<file path="config.mk">
export PLATFORM = sky130hd
export DESIGN_NAME = sat_counter
export DESIGN_NICKNAME = d
export VERILOG_FILES = /design/src/rtl/sat_counter.sv
export SDC_FILE = /design/constraint.sdc
export NUM_CORES = 1
export LEC_CHECK = 0
export CAP_MARGIN = 25
export CORE_AREA = 3 3 40 42
export CTS_CLUSTER_SIZE = 25
export DETAILED_ROUTE_END_ITERATION = 10
export DIE_AREA = 0 0 43 45
export PLACE_DENSITY_LB_ADDON = 0.2
export SKIP_CTS_REPAIR_TIMING = 1
export SLEW_MARGIN = 20
export SYNTH_ARGS = -nofsm -noshare
export SYNTH_HDL_FRONTEND = slang
export SYNTH_SLANG_ARGS = --single-unit
export TNS_END_PERCENT = 10
</file>
<file path="constraint.sdc">
create_clock -name clk -period 1.3 [get_ports clk]
set_clock_uncertainty 0.15 [all_clocks]
set_input_delay 0.39 -clock clk [delete_from_list [all_inputs] [get_ports clk]]
set_output_delay 0.39 -clock clk [all_outputs]
set_load 0.1 [all_outputs]
</file>
<file path="src/rtl/sat_counter.sv">
// Saturating up-counter with synchronous clear; a clear that coincides with an
// increment yields 1 so the new event is never lost.
module sat_counter #(
  parameter int WIDTH = 4
) (
  input  logic             clk,
  input  logic             rst_n,
  input  logic             inc,
  input  logic             clr,
  output logic [WIDTH-1:0] cnt
);

  localparam logic [WIDTH-1:0] MAX = '1;

  logic [WIDTH-1:0] cnt_q, cnt_d;

  always_comb begin
    cnt_d = cnt_q;
    if (clr) begin
      cnt_d = inc ? WIDTH'(1) : '0;
    end else if (inc && (cnt_q != MAX)) begin
      cnt_d = cnt_q + WIDTH'(1);
    end
  end

  always_ff @(posedge clk or negedge rst_n) begin
    if (!rst_n) begin
      cnt_q <= '0;
    end else begin
      cnt_q <= cnt_d;
    end
  end

  assign cnt = cnt_q;

endmodule

</file>
==> summary.txt, run 1 <==
Timing
  • Hold slack: around 0.20 ns
  • Shortest period the worst path allows: 1.53 ns
  • Final setup viols: 8
  • Slew at the pin closest to its max-slew limit: 0.238 ns
  • RSZ-0062 raised after global routing: yes
  • Fin. max-slew vios: 0
  • Slew headroom: 0.841
  • Tcrit/Tclk final: 1.18
  • Fin. Hold Viols: 0
  • Fmax: 0.654 GHz
  • PnR worst setup slack: -0.230 ns

Power and ir drop
  • Pwr per Cell Area: ~1100 mW/mm²
  • Combinational power share: 0.362
  • NetSw: 0.173 mW
  • Internal: 0.320 mW
  • Clock power frac: 0.331
  • Net Sw Frac: 0.351
  • Pwr Total: approximately 0.5 mW
  • Sequential share of power: 0.308
  • Max IR drop VDD: just under 0.0005 V
  • P_leak: 0.193 nW

Yosys
  • Mapped Cells: 22
  • Main area contributors after synthesis: dfrtp_1 (46%), ha_1 (5.8%), and4b_2 (5.2%), a21oi_1 (4.6%), a211o_1 (4.0%)
  • Synthesis warning total: 0
  • Mean Syn Cell Area: approximately 9.8 µm²
  • Syn_nets: 27
  • Register area share after synthesis: 0.462
  • Distinct cells, synth: 16
  • FF+latch count, synth: 4
  • Cell taking the most area after synthesis: dfrtp_1
  • Post-Syn Area: roughly 220 µm²
  • Top cell type's share of synthesized area: 0.462

Place
  • Final HPWL from detailed placement: roughly 450 µm
  • Port Buf Inserts: 7
  • Cell Area, Placed: 403 µm²
  • Final Wtd Congestion: 0.623

Die
  • I/O pin total: 8
  • Std-Cell Rows: 13
  • Chip Width: around 43 µm
  • DIE AREA: 0.00194 mm²
  • Die Y: roughly 45 µm
  • Core ar.: 0.00128 mm²
  • Starting Density: 0.168

Global route
  • Total grt overflow: 0
  • First-pass GRT wire length: 993 µm
  • Largest net degree at the start of global routing: 8
  • Initial antenna violation count: 0
  • Total global-route track usage: 0.0776
  • Vias in the first global route: 236

Finish
  • Fin area: 444 µm²
  • Fin util: 0.346
  • Nets: 44
  • Area Overhead vs Synth: 105%
  • Most frequent cells in the layout: buf_12 (4), buf_4 (4), clkbuf_4 (3)
  • Ratio of cells with drive above 1 in the final layout: 0.541
  • Ant diodes: 0
  • Max FFs per register: 4

Route
  • Routed len/inst: approximately 12 µm
  • DRC Markers: 0
  • Drt pass-1 iters: 2
  • Via count: 231
  • ANT nets after route: 0
  • Iter 0 DRT Violations: 3
  • Post-Route WL: around 620 µm
  • Vias/cell: 4.44

CTS
  • CTS tree: yes
  • Clk buf depth: 2
  • Worst-Skew Late Latency: 0.24 ns
  • CTS buffer count: 3
  • H-tree depth: 1
  • Sink Count: 4
  • Reg clk slew, reported paths: 0.04 ns
  • Root Buffer: clkbuf_4

Worst setup path
  • Origin of the critical flop-to-flop path: cnt[1]
  • Critical path data arrival time: 0.99 ns
  • Type of origin of the critical path: register
  • Required @ worst endpoint: 0.76 ns
  • Critical Path Start: cnt[1]
  • Critical path capture point type: output pin
  • Crit-path max FO: 3
  • WS Path Type: reg2out

Run status
  • Outcome: finished, violations left
  • Violated checks: negative setup slack

Worst hold path
  • Hold Crit Class: in2async

Flow run
  • Total of max-cap violations: 0
==> worst max-delay path, stage by stage (launching register included) <==
cell,delay (ns)
dfrtp_4,0.47
buf_6,0.13
buf_12,0.15
==> Yosys cell counts (all sizes together) <==
library cell	count
dfrtp	4
a21oi	2
inv	2
nand2	2
a211o	1
a31o	1
and3	1
and4	1
and4b	1
ha	1
nand3	1
nand4	1
nor3	1
o211ai	1
o21ai	1
or2	1
==> power groups by stage <==
stage | clock network, mW | logic, mW | registers (mW)
6_report | 0.163 | 0.178 | 0.151
5_1_grt | 0.182 | 0.187 | 0.154
3_5_place_dp | 0 | 0.168 | 0.155
3_3_place_gp | 0 | 0.168 | 0.155
2_1_floorplan | 0 | 0.0222 | 0.219
4_1_cts | 0.172 | 0.169 | 0.153
==> path summary, 6_finish.rpt <==
path / depth (start not counted) / slack (ns) / to
setup / recovery: 2 / -0.23 / cnt[1]
hold / removal: 1 / 0.20 / cnt[0]
setup reg to reg: 4 / -0.17 / cnt[1]
hold reg to reg: 2 / 0.48 / cnt[3]
max in group asynchronous: 1 / 0.61 / cnt[1]
min in group clk: 3 / 0.43 / cnt[0]
==> per-layer routing <==
layer / up-vias / global-route usage / share of wire
met5: - / 0 / 0
met4: 0 / 0.0723 / 0.038
met3: 4 / 0.0558 / 0.067
met2: 11 / 0.117 / 0.48
met1: 103 / 0.0678 / 0.42
li1: 113 / - / -
==> layout make-up <==
cell class	instances	area, µm²
well taps	15	18.8
multi-input cells	16	131
inverters	2	7.51
flip-flops and latches	4	110
clock buffers	3	22.5
repair buffers	12	154
fillers	136	841
==> cells by family (layout without fill, tap and decap cells) <==
group / after synthesis / after routing / share of synthesized area
AOI/OAI and AO/OA: 6 / 6 / 0.185
adders and majority gates: 1 / 1 / 0.0578
buffers and inverters: 2 / 17 / 0.0347
DFF: 4 / 4 / 0.462
and+or+nand+nor: 9 / 9 / 0.260
==> through the flow <==
step | TNS (ns) | cells | setup slack [ns]
final | -0.913 | 52 | -0.230
after floorplan | -0.635 | 22 | -0.207
after global placement | -1.23 | 48 | -0.382
after detailed placement | -1.24 | 48 | -0.380
after CTS | -0.967 | 51 | -0.289
after global routing | -1.20 | 52 | -0.260
(Power assumes the default switching activity.)
==> run 2: changes to the inputs <==
ABC_AREA = 1   (was unset)
CELL_PAD_IN_SITES_DETAIL_PLACEMENT = 0   (was unset)
CELL_PAD_IN_SITES_GLOBAL_PLACEMENT = 1   (was unset)
SLEW_MARGIN = 10   (was 20)
==> run 2 against run 1 <==
Net effect: the flow still finishes with violations (negative setup slack); highest routed layer is now met3; area after synthesis rose by 5.2%; sequential cell count did not move; clock power fell by 10%; critical path depth fell by 1; fmax rose by 5.6%; power fell by 4.1%; via count rose by 0.87%; final cell count rose by 5.8%; combinational power fell by 5%; largest power group unchanged; core utilization fell by 1.4 points; final area fell by 3.9%.
==> summary.txt, run 2 <==
Route
  • Iter 0 DRT Violations: 5 (+2)
  • Routed len/inst: 10.5 µm (-13%)
  • DRC Markers: 0 (unchanged)
  • Vias/cell: 4.24 (-4.6%)
  • Post-Route WL: 575 µm (-7.9%)
  • Drt pass-1 iters: 2 (unchanged)
  • Via count: 233 (+0.87%)
  • ANT nets after route: 0 (unchanged)

Power and ir drop
  • P_leak: 0.193 nW (about the same)
  • Pwr per Cell Area: 1110 mW/mm² (-0.15%)
  • Max IR drop VDD: 0.000402 V (-16%)
  • Pwr Total: 0.472 mW (-4.1%)

Timing
  • Shortest period the worst path allows: 1.45 ns (-0.0810 ns)
  • Final setup viols: 5 (-3)
  • PnR worst setup slack: -0.149 ns (+0.0810 ns)
  • Final TNS setup: -0.521 ns (+0.392 ns)
  • Slew at the pin closest to its max-slew limit: 0.185 ns (-0.0538 ns)
  • Slew headroom: 0.877 (+0.0357)
  • Tcrit/Tclk final: 1.11 (-0.0623)
  • Hold slack: 0.216 ns (+0.0183 ns)
  • Fin. Hold Viols: 0 (unchanged)
  • Fin. max-slew vios: 0 (unchanged)
  • RSZ-0062 raised after global routing: yes
  • Fmax: 0.690 GHz (+5.6%)

Die
  • I/O pin total: 8 (unchanged)
  • DIE AREA: 0.00194 mm² (unchanged)
  • Std-Cell Rows: 13 (unchanged)
  • Chip Width: 43 µm (unchanged)
  • Starting Density: 0.177 (+0.00876)
  • Core ar.: 0.00128 mm² (unchanged)
  • Die Y: 45 µm (unchanged)

Place
  • Port Buf Inserts: 7 (unchanged)
  • Final Wtd Congestion: 0.743 (+19%)

Global route
  • Total global-route track usage: 0.0776 (about the same)
  • Total grt overflow: 0 (unchanged)
  • First-pass GRT wire length: 1100 µm (+11%)
  • Vias in the first global route: 263 (+11%)
  • Largest net degree at the start of global routing: 7 (-1)
  • Initial antenna violation count: 0 (unchanged)

Yosys
  • Main area contributors after synthesis: dfrtp_1 (44%), nand2_1 (16%), nand3_1 (8.8%), ha_1 (5.5%), nand4_1 (5.5%)
  • Synth top cells by count: nand2_1 (10), dfrtp_1 (4), nand3_1 (4)
  • Cell taking the most area after synthesis: dfrtp_1
  • Distinct cells, synth: 11 (-5)
  • Synthesis warning total: 0 (unchanged)
  • Mean Syn Cell Area: 8.13 µm² (-17%)
  • Main synth FF type: dfrtp_1
  • Most common cell in the netlist: nand2_1
  • Top cell type's share of synthesized area: 0.440 (-0.0229)
  • Mapped Cells: 28 (+27%)
  • Post-synth EDFFs: 0 (unchanged)
  • FF+latch count, synth: 4 (unchanged)
  • Post-Syn Area: 228 µm² (+5.2%)
  • Syn_nets: 33 (+22%)
  • Async set-or-reset flop fraction in the synthesized netlist: 1.00 (unchanged)
  • Register area share after synthesis: 0.440 (-0.0229)

Finish
  • Fill count: 144 (+5.9%)
  • Commonest non-fill, non-tap cell in the layout: nand2_1
  • Nets: 47 (+6.8%)
  • Max FFs per register: 4 (unchanged)
  • Ratio of cells with drive above 1 in the final layout: 0.475 (-0.0655)
  • Most frequent cells in the layout: nand2_1 (9), buf_12 (4), nand3_1 (3), clkbuf_4 (3), clkdlybuf4s50_1 (3)
  • Area Overhead vs Synth: 87.4%
  • Multi-input combinational cell area: 136 µm² (+3.8%)
  • Fin util: 0.332 (-0.0136)
  • Register area: 110 µm² (unchanged)
  • Ant diodes: 0 (unchanged)

CTS
  • CTS buffer count: 3 (unchanged)
  • Root Buffer: clkbuf_4
  • H-tree depth: 1 (unchanged)
  • Worst-Skew Late Latency: 0.23 ns (about the same)
  • CTS tree: yes
  • Clk buf depth: 2 (unchanged)
  • Sink Count: 4 (unchanged)
  • Reg clk slew, reported paths: 0.04 ns (about the same)

Worst setup path
  • Required @ worst endpoint: 0.76 ns (about the same)
  • Cell at the slowest stage of the critical path: dfrtp_4
  • Critical path capture point type: output pin
  • Type of origin of the critical path: register
  • Crit path buffers/inverters: 1 (-1)
  • Crit-path max cell delay: 0.50 ns (+0.03 ns)
  • Critical path data arrival time: 0.91 ns (-0.08 ns)
  • CP Cell Sequence: buf_12
  • WS Path Type: reg2out
  • Crit-path max FO: 3 (unchanged)
  • CP delay by family, top: flip-flops

Run status
  • Outcome: finished, violations left
  • Violated checks: negative setup slack

Flow run
  • Total of max-cap violations: 0 (unchanged)

Worst hold path
  • Hold Crit Class: in2async
==> run 2: stage by stage <==
step / cell area (µm²) / cells / worst slack (ns)
global placement: 394 / 52 / -0.188
floorplan: 250 / 28 / -0.164
global route: 427 / 55 / -0.175
CTS: 417 / 55 / -0.164
detailed placement: 394 / 52 / -0.180
finish: 427 / 55 / -0.149
==> run 2: cell families (layout without fill, tap and decap cells) <==
kind of cell	Yosys count	after routing	share of synthesized area
and+or+nand+nor	18	18	0.385
DFF	4	4	0.440
buffers and inverters	3	15	0.0494
adders and majority gates	1	1	0.0549
AOI/OAI and AO/OA	1	1	0.0330
xor gates and xnor gates	1	1	0.0385
==> run 2: where the power goes <==
part,internal (mW),leakage (nW),switching (mW)
logic,0.0681,0.132,0.100
clock network,0.103,0.0138,0.0429
registers,0.139,0.0469,0.0189
==> run 2: final timing paths <==
kind | start | endpoint | slack, ns | depth (start not counted)
max | cnt[1] | cnt[1] | -0.15 | 1
min | rst_n | cnt[0] | 0.22 | 1
max reg2reg | cnt[0] | cnt[0] | 0 | 7
min reg2reg | cnt[3] | cnt[3] | 0.43 | 2
max in group asynchronous | rst_n | cnt[1] | 0.59 | 1
min in group clk | cnt[3] | cnt[3] | 0.43 | 2
==> run 2: routing by layer <==
layer  GRT usage  share of wire  wire length (µm)  vias to the layer above
met3      0.0279          0.043                25                        0
met1      0.0850           0.39               227                      110
met4      0.0542              0                 0                        0
met5           0              0                 0                        -
met2       0.126           0.56               321                        5
li1            -              -                 -                      118
==> run 2: area by class of cell <==
type                       count  share of cell area
sequential                     4               0.258
tap                           15              0.0440
clock buffer                   3              0.0528
multi-input combinational     21               0.320
inverter                       3              0.0323
timing repair buffer           9               0.293
==> run 3: changes to the inputs <==
PLACE_DENSITY_LB_ADDON = 0.1   (was 0.2)
==> run 3 against run 2 <==
Net effect: the flow still finishes with violations (negative setup slack); sequential share of layout area rose by 0.78 points; combinational power shrank 5%; clock-buffer cell count stayed put; final area fell by 2.9%; global-route usage decreased by 1.1 points; power down 1.5%; setup slack worse by 0.0076 ns; largest power group unchanged; highest routed layer unchanged.
==> summary.txt, run 3 (synthesis results as in run 2) <==
Run status
  • Outcome: finished, violations left
  • Violated checks: negative setup slack

Flow run
  • Total of max-cap violations: 0 (unchanged)

Die
  • Std-Cell Rows: 13 (unchanged)
  • DIE AREA: 0.00194 mm² (unchanged)
  • Die Y: 45 µm (unchanged)
  • Starting Density: 0.177 (unchanged)
  • Chip Width: 43 µm (unchanged)
  • Core ar.: 0.00128 mm² (unchanged)
  • I/O pin total: 8 (unchanged)

Place
  • Cell Area, Placed: 387 µm² (-1.9%)
  • Port Buf Inserts: 7 (unchanged)
  • Place WS: -0.181 ns (-0.000804 ns)
  • Final HPWL from detailed placement: 444 µm
  • Placed cell count: 51 (-1.9%)
  • Final Wtd Congestion: 0.663 (-11%)

Worst setup path
  • Type of origin of the critical path: register
  • CP delay by family, top: flip-flops
  • CP Cell Sequence: buf_12
  • R2R Setup Slk: -0.01 ns (about the same)
  • Crit-path max cell delay: 0.51 ns (about the same)
  • Critical Path Start: cnt[1]
  • Critical path capture point type: output pin
  • Worst r2r path cells: 7 (unchanged)
  • Required @ worst endpoint: 0.76 ns (about the same)
  • Critical path data arrival time: 0.92 ns (about the same)
  • WS Path Type: reg2out
  • Origin of the critical flop-to-flop path: cnt[1]
  • Crit-path max FO: 5 (+2)
  • Cell at the slowest stage of the critical path: dfrtp_4
  • Crit path buffers/inverters: 1 (unchanged)
  • R2r endpoint: cnt[3]

CTS
  • Root Buffer: clkbuf_4
  • Sink Count: 4 (unchanged)
  • CTS buffer count: 3 (unchanged)
  • CTS tree: yes
  • Clk buf depth: 2 (unchanged)
  • H-tree depth: 1 (unchanged)
  • Reg clk slew, reported paths: 0.04 ns (about the same)
  • Worst-Skew Late Latency: 0.23 ns (about the same)

Route
  • DRC Markers: 0 (unchanged)
  • Via count: 212 (-9.0%)
  • Iter 0 DRT Violations: 1 (-4)
  • ANT nets after route: 0 (unchanged)
  • Routed len/inst: 9.37 µm (-10%)
  • Vias/cell: 3.93 (-7.3%)
  • Post-Route WL: 506 µm (-12%)
  • Drt pass-1 iters: 2 (unchanged)

Timing
  • Final setup viols: 7 (+2)
  • RSZ-0062 raised after global routing: yes
  • Shortest period the worst path allows: 1.46 ns (+0.00758 ns)
  • Final TNS setup: -0.532 ns (-0.0113 ns)
  • PnR worst setup slack: -0.156 ns (-0.00758 ns)
  • Slew at the pin closest to its max-slew limit: 0.172 ns (-0.0129 ns)
  • Fin. max-slew vios: 0 (unchanged)
  • Hold slack: 0.208 ns (-0.00736 ns)
  • Fin. Hold Viols: 0 (unchanged)
  • Slew headroom: 0.885 (+0.00860)
  • Fmax: 0.687 GHz (-0.52%)
  • Tcrit/Tclk final: 1.12 (+0.00583)

Power and ir drop
  • Pwr Total: 0.466 mW (-1.5%)
  • Pwr per Cell Area: 1120 mW/mm² (+1.5%)
  • P_leak: 0.187 nW (-3.3%)
  • Max IR drop VDD: 0.000555 V (+38%)

Finish
  • Area Overhead vs Synth: 81.9%
  • Ant diodes: 0 (unchanged)
  • Commonest non-fill, non-tap cell in the layout: nand2_1
  • Ratio of cells with drive above 1 in the final layout: 0.436 (-0.0391)
  • Max FFs per register: 4 (unchanged)
  • Most frequent cells in the layout: nand2_1 (10), buf_12 (4), nand3_1 (3), clkbuf_4 (3), clkdlybuf4s50_1 (3)
  • Fin util: 0.322 (-0.00974)
  • Final Instance Count excl. Fillers: 54 (-1.8%)
  • Fin area: 414 µm² (-2.9%)
  • Nets: 46 (-2.1%)

Global route
  • Largest net degree at the start of global routing: 7 (unchanged)
  • Total global-route track usage: 0.0669 (-0.0107)
  • Vias in the first global route: 203 (-23%)
  • First-pass GRT wire length: 869 µm (-21%)
  • Initial antenna violation count: 0 (unchanged)
  • Total grt overflow: 0 (unchanged)

Worst hold path
  • Hold Crit Class: in2async
==> run 3: cell types whose count changed in the layout (fill, tap and decap cells not counted) <==
| cell | change |
|---|---|
| buf_4 | -1 |
| nand2_1 | +1 |
| inv_4 | -1 |
| inv_2 | +1 |
| nand2_2 | -1 |
==> run 3: how the worst max path moves through the flow <==
stage,depth (start not counted),slack [ns],end
global placement,6,-0.17,cnt[0]
detailed placement,6,-0.18,cnt[3]
floorplan,7,-0.16,cnt[3]
CTS,1,-0.17,cnt[1]
finish,1,-0.16,cnt[1]
global route,1,-0.19,cnt[1]
==> run 3: layout make-up <==
type,instances,area (µm²)
clock buffer,3,22.5
fill,134,871
sequential,4,110
multi-input combinational,21,134
tap,15,18.8
inverter,3,11.3
timing repair buffer,8,118
==> run 3: layer usage <==
layer  GRT usage  share of wire
met5           0              0
met4      0.0723              0
met3      0.0279          0.040
met2      0.0898           0.50
met1      0.0756           0.46
==> run 3: report_power, final <==
group          internal [mW]  switching (mW)
registers              0.139          0.0194
logic                 0.0637          0.0961
clock network          0.103          0.0442
total                  0.306           0.160
